<file path="config.mk">
export PLATFORM = sky130hd
export DESIGN_NAME = split_4_ctrl
export DESIGN_NICKNAME = d
export VERILOG_FILES = /design/src/rtl/split_4_ctrl.sv
export SDC_FILE = /design/constraint.sdc
export NUM_CORES = 1
export LEC_CHECK = 0
export CORE_ASPECT_RATIO = 1.1
export CORE_MARGIN = 2
export CORE_UTILIZATION = 68
export DETAILED_ROUTE_END_ITERATION = 6
export DONT_BUFFER_PORTS = 1
export HOLD_SLACK_MARGIN = 0.12
export PLACE_DENSITY = 0.84
export SLEW_MARGIN = 20
export SYNTH_ARGS = -nofsm -noshare
export SYNTH_HDL_FRONTEND = slang
export SYNTH_SLANG_ARGS = --single-unit
</file>
<file path="constraint.sdc">
create_clock -name clk -period 4.4 [get_ports clk]
set_clock_uncertainty 0.05 [all_clocks]
set_input_delay 0.22 -clock clk [delete_from_list [all_inputs] [get_ports clk]]
set_output_delay 0.22 -clock clk [all_outputs]
set_load 0.02 [all_outputs]
</file>
<file path="src/rtl/split_4_ctrl.sv">
// rtl/split_4_ctrl.sv - one-to-four packet router with forward/backward latency and per-output credits.
// A single packet is in flight at a time: it is captured, delayed, offered on its output, then held off by a backward delay.
module split_4_ctrl #(
  parameter int WIDTH   = 11,
  parameter int SEL_LSB = 0,
  parameter int FL      = 1,
  parameter int BL      = 1,
  parameter int CREDITS = 4
) (
  input  logic             clk,
  input  logic             reset,
  input  logic             in_valid,
  output logic             in_ready,
  input  logic [WIDTH-1:0] in_data,
  output logic [3:0]       out_valid,
  input  logic [3:0]       out_ready,
  output logic [WIDTH-1:0] out_data,
  input  logic [3:0]       credit_ret,
  output logic             busy,
  output logic [15:0]      pkt_count,
  output logic             cred_err
);

  typedef enum logic [1:0] {IDLE, FWD, SEND, BACK} state_t;

  localparam logic [3:0] FL_CNT   = (FL > 0) ? 4'(FL - 1) : 4'd0;
  localparam logic [3:0] BL_CNT   = (BL > 0) ? 4'(BL - 1) : 4'd0;
  localparam logic [2:0] CRED_MAX = 3'(CREDITS);

  state_t           state_q;
  logic [3:0]       cnt_q;
  logic [1:0]       sel_q;
  logic [WIDTH-1:0] data_q;
  logic [2:0]       credit_q [4];
  logic [15:0]      pkt_count_q;
  logic [15:0]      pkt_count_d;
  logic             cred_err_q;

  logic             accept;
  logic [3:0]       fire_vec;
  logic             fire;

  // The offer is gated by the selected output's credit, so a fire can never underflow it.
  always_comb begin
    out_valid = 4'b0000;
    if (state_q == SEND && credit_q[sel_q] != 3'd0) begin
      out_valid[sel_q] = 1'b1;
    end
  end

  assign fire_vec    = out_valid & out_ready;
  assign fire        = |fire_vec;
  assign accept      = in_valid && (state_q == IDLE);
  assign pkt_count_d = pkt_count_q + {15'd0, fire};

  assign in_ready  = (state_q == IDLE);
  assign busy      = (state_q != IDLE);
  assign out_data  = data_q;
  assign pkt_count = pkt_count_q;
  assign cred_err  = cred_err_q;

  always_ff @(posedge clk) begin
    if (reset) begin
      state_q     <= IDLE;
      cnt_q       <= 4'd0;
      sel_q       <= 2'd0;
      data_q      <= '0;
      pkt_count_q <= 16'd0;
      cred_err_q  <= 1'b0;
      for (int i = 0; i < 4; i++) begin
        credit_q[i] <= CRED_MAX;
      end
    end else begin
      pkt_count_q <= pkt_count_d;

      case (state_q)
        IDLE: begin
          if (accept) begin
            data_q <= in_data;
            sel_q  <= in_data[SEL_LSB+1:SEL_LSB];
            cnt_q  <= FL_CNT;
            state_q <= (FL > 0) ? FWD : SEND;
          end
        end
        FWD: begin
          if (cnt_q == 4'd0) state_q <= SEND;
          else               cnt_q   <= cnt_q - 4'd1;
        end
        SEND: begin
          if (fire) begin
            cnt_q   <= BL_CNT;
            state_q <= (BL > 0) ? BACK : IDLE;
          end
        end
        BACK: begin
          if (cnt_q == 4'd0) state_q <= IDLE;
          else               cnt_q   <= cnt_q - 4'd1;
        end
        default: state_q <= IDLE;
      endcase

      // A fire and a return on the same output cancel; a return into a full counter is an error.
      for (int i = 0; i < 4; i++) begin
        case ({fire_vec[i], credit_ret[i]})
          2'b10: credit_q[i] <= credit_q[i] - 3'd1;
          2'b01: begin
            if (credit_q[i] == CRED_MAX) cred_err_q  <= 1'b1;
            else                         credit_q[i] <= credit_q[i] + 3'd1;
          end
          default: ;
        endcase
      end
    end
  end

endmodule

</file>
==> flow_summary_export.csv <==
group,metric,value,unit
drt,drc,0,
drt,top_layer_used,"met4",
layout,num-nets-final,333,
worst_setup_path,rrSetupSlack,1.04,ns
drt,drt-total-wl,5.558,mm
power_and_ir_drop,p_leak,1.095,nW
placed_design,place.gp.congestion,0.8446,
drt,via_per_inst,6.223,
floorplan,dieArea,4344,um2
worst_setup_path,end_kind,"register",
worst_setup_path,crit_fanout,6,
layout,syn_to_final_growth,9.842,%
timing,period_needed,3.358,ns
worst_setup_path,timing.critical_path.from,"credit_q[1][0]$_SDFFCE_PN0P_",
drt,m1WireLength,2.355,mm
global_route,grt_first_pass_wirelength,9.170,mm
worst_setup_path,crit_chain,"nor4b_1 -> nor3_1 -> o2111ai_1 -> and3_1 -> nand2_1 -> fa_1 -> or3_1 -> a21oi_1 -> o21ai_1",
yosys,synth_flop_cell,"dfxtp_1",
drt,num_vias,2172,
power_and_ir_drop,p_clk_share,23.8,%
clock_tree,clk_pin_slew,0.09,ns
power_and_ir_drop,ir_drop,352.3,uV
drt,first_iter_violations,98,
worst_setup_path,cp.required,4.41,ns
floorplan,die_w,63.03,um
power_and_ir_drop,combPwrFrac,28.7,%
global_route,grt_pass1_vias,2044,
placed_design,io_buffers,0,
layout,layout-drive-gt1-share,5.017,%
min_path,hold_class,"in -> reg",
drt,wl_per_cell,15.93,um
yosys,synth_seq_area_share,41.48,%
clock_tree,clk_latency,0.30,ns
yosys,ys_top_cells_by_area,"dfxtp_1 28%, edfxtp_1 14%, nand2_1 5.2%",
drt,postRouteAntennaNets,0,
floorplan,ios,56,
power_and_ir_drop,netSwitchingFraction,36.18,%
clock_tree,cts_tree,"yes",
yosys,ys_warn_count,0,
yosys,syn_area_per_cell,9.018,um2
floorplan,core-area,3655,um2
clock_tree,clock_path_buffers,2,
power_and_ir_drop,pwr-share-seq,47.5,%
layout,antenna_cells,0,
power_and_ir_drop,power_density,432.0,nW/um2
floorplan,initial_core_util,71.31,%
timing,finalHoldViolations,0,
worst_setup_path,slowest_delay,0.55,ns
timing,slew_violations,0,
global_route,antenna_found_initial,0,
drt,wl_met3,410,um
timing,fin_crit_sh,76.32,%
timing,maxSlewHeadroom,53.47,%
timing,fmax,297.8,MHz
timing,rsz0062_at_grt,"no",
worst_setup_path,reg2reg_to,"credit_q[1][2]$_SDFFCE_PN1P_",
drt,routed-wl-met2,2.726,mm
drt,firstDrtPassIters,4,
clock_tree,numCtsBuffers,5,
global_route,grt_max_degree,42,
yosys,syn-num-nets,324,
clock_tree,cts_root_buf,"clkbuf_8",
yosys,synth_top_cell_area_share,27.65,%
power_and_ir_drop,power,1.237,mW
floorplan,rows,23,
global_route,track_usage,27.21,%
timing,tightest_slew,0.6964,ns
yosys,synth_edf_count,12,
floorplan,die_h,68.93,um
outcome,status,"completed",
power_and_ir_drop,intPower,0.7893,mW
yosys,synthArstFlopShare,0,%
clock_tree,htreeDepth,2,
placed_design,hpwl,3.921,mm
yosys,ys_seq_elements,48,
global_route,grt-ovfl-total,0,
timing,fin_tns_setup,0,ns
yosys,synth.distinct_cells,54,
flow_run,max_cap_viol_count,0,
worst_setup_path,critPathLaunchType,"register",
worst_setup_path,arrival,3.36,ns
worst_setup_path,crit_type,"reg -> reg",
worst_setup_path,endpoint,"credit_q[1][2]$_SDFFCE_PN1P_",
layout,layout_common_cells,"36 x nand2_1, 36 x dfxtp_1, 26 x nor2_1",
clock_tree,clkSinkCount,48,
power_and_ir_drop,switchingPower,0.4474,mW
worst_setup_path,r2r-start,"credit_q[1][0]$_SDFFCE_PN0P_",
yosys,synth_area_leader_cell,"dfxtp_1",
timing,finalSetupViolCount,0,
worst_setup_path,r2r_cells,9,
yosys,synth_area,2606,um2
timing,whs,0.1276,ns
worst_setup_path,cp_slowest_cell,"nor4b_1",
yosys,syn_inst,289,
[through the flow]
step / std cells / cell area [um2] / setup WS, ns / util (%)
3_5_place_dp: 328 / 2616 / 1.079 / 71.59
6_report: 349 / 2863 / 1.042 / 78.33
4_1_cts: 349 / 2863 / 1.056 / 78.33
5_1_grt: 349 / 2863 / 0.7546 / 78.33
2_1_floorplan: 289 / 2606 / 1.479 / -
3_3_place_gp: 328 / 2616 / 1.266 / 71.59
[worst max-delay path: cells and delay by family, from the launching register on]
| kind | cells | cell delay (ns) |
|---|---|---|
| compound gates | 3 | 0.69 |
| flops | 1 | 0.49 |
| simple gates | 5 | 1.45 |
| fa+ha+maj | 1 | 0.42 |
[sequential cells by signal, summed over array words and instances (netlist names), named ones only]
| register | flops |
|---|---|
| state_q | 2 |
| cnt_q | 4 |
| credit_q | 12 |
| pkt_count | 16 |
| out_data | 10 |
| cred_err | 1 |
| sel_q | 1 |
[cell families after synthesis]
kind of cell    Yosys count  share of synthesized area [%]
buf+inv                  24                          3.888
simple gates            137                          28.66
compound gates           47                          11.14
fa+ha+maj                13                          7.105
xor+xnor                 15                          5.041
flops                    48                          41.48
mux                       5                          2.689
[synthesized netlist by cell type, drive strengths merged, types with 8 or more instances]
cell,n
ha,10
edfxtp,12
clkbuf,9
nor3,8
nor2,26
nand3,10
a21oi,19
dfxtp,36
o21ai,12
xor2,12
nand2,36
inv,12
[layer usage]
layer	vias up	GRT usage (%)
met3	6	8.117
li1	1055	-
met4	0	6.944
met2	84	47.47
met1	1027	33.47
met5	-	0
[cell type report]
| type | instances | area, um2 |
|---|---|---|
| Inverter | 13 | 48.80 |
| Sequential cell | 48 | 1081 |
| Fill cell | 249 | 792.0 |
| Tap cell | 50 | 62.56 |
| Clock buffer | 6 | 93.84 |
| Timing Repair Buffer | 13 | 140.1 |
| Multi-Input combinational cell | 217 | 1424 |
| Clock inverter | 2 | 12.51 |
[power by group through the flow]
stage | sequential (mW) | clock (mW) | combinational, mW
6_report | 0.588 | 0.294 | 0.355
5_1_grt | 0.598 | 0.309 | 0.403
4_1_cts | 0.588 | 0.296 | 0.352
3_5_place_dp | 0.598 | 0 | 0.331
3_3_place_gp | 0.595 | 0 | 0.320
2_1_floorplan | 0.578 | 0 | 0.291
[worst min path at each step]
stage                              from                        to  slack [ns]  cells past startpoint
after global placement            reset  out_data[8]$_SDFFE_PP0P_        0.24                      1
final                     credit_ret[3]  credit_q[3][2]$_DFFE_PP_        0.13                      2
after detailed placement          reset  out_data[6]$_SDFFE_PP0P_        0.25                      1
after global routing      credit_ret[3]  credit_q[3][2]$_DFFE_PP_        0.15                      2
after floorplan              in_data[2]  out_data[2]$_SDFFE_PP0P_        0.31                      2
after CTS                 credit_ret[3]  credit_q[3][2]$_DFFE_PP_        0.13                      2
[timing repair]
| item | 4_1_cts | 5_1_grt |
|---|---|---|
| buffers inserted | 0 | 0 |
| setup endpoints to repair | 0 | 0 |
| hold buffers | 13 | 0 |
| endpoints found under the hold margin | 43 | 0 |
| gates resized for setup | 0 | 0 |
Note: power is estimated with default switching activity, not from simulation.
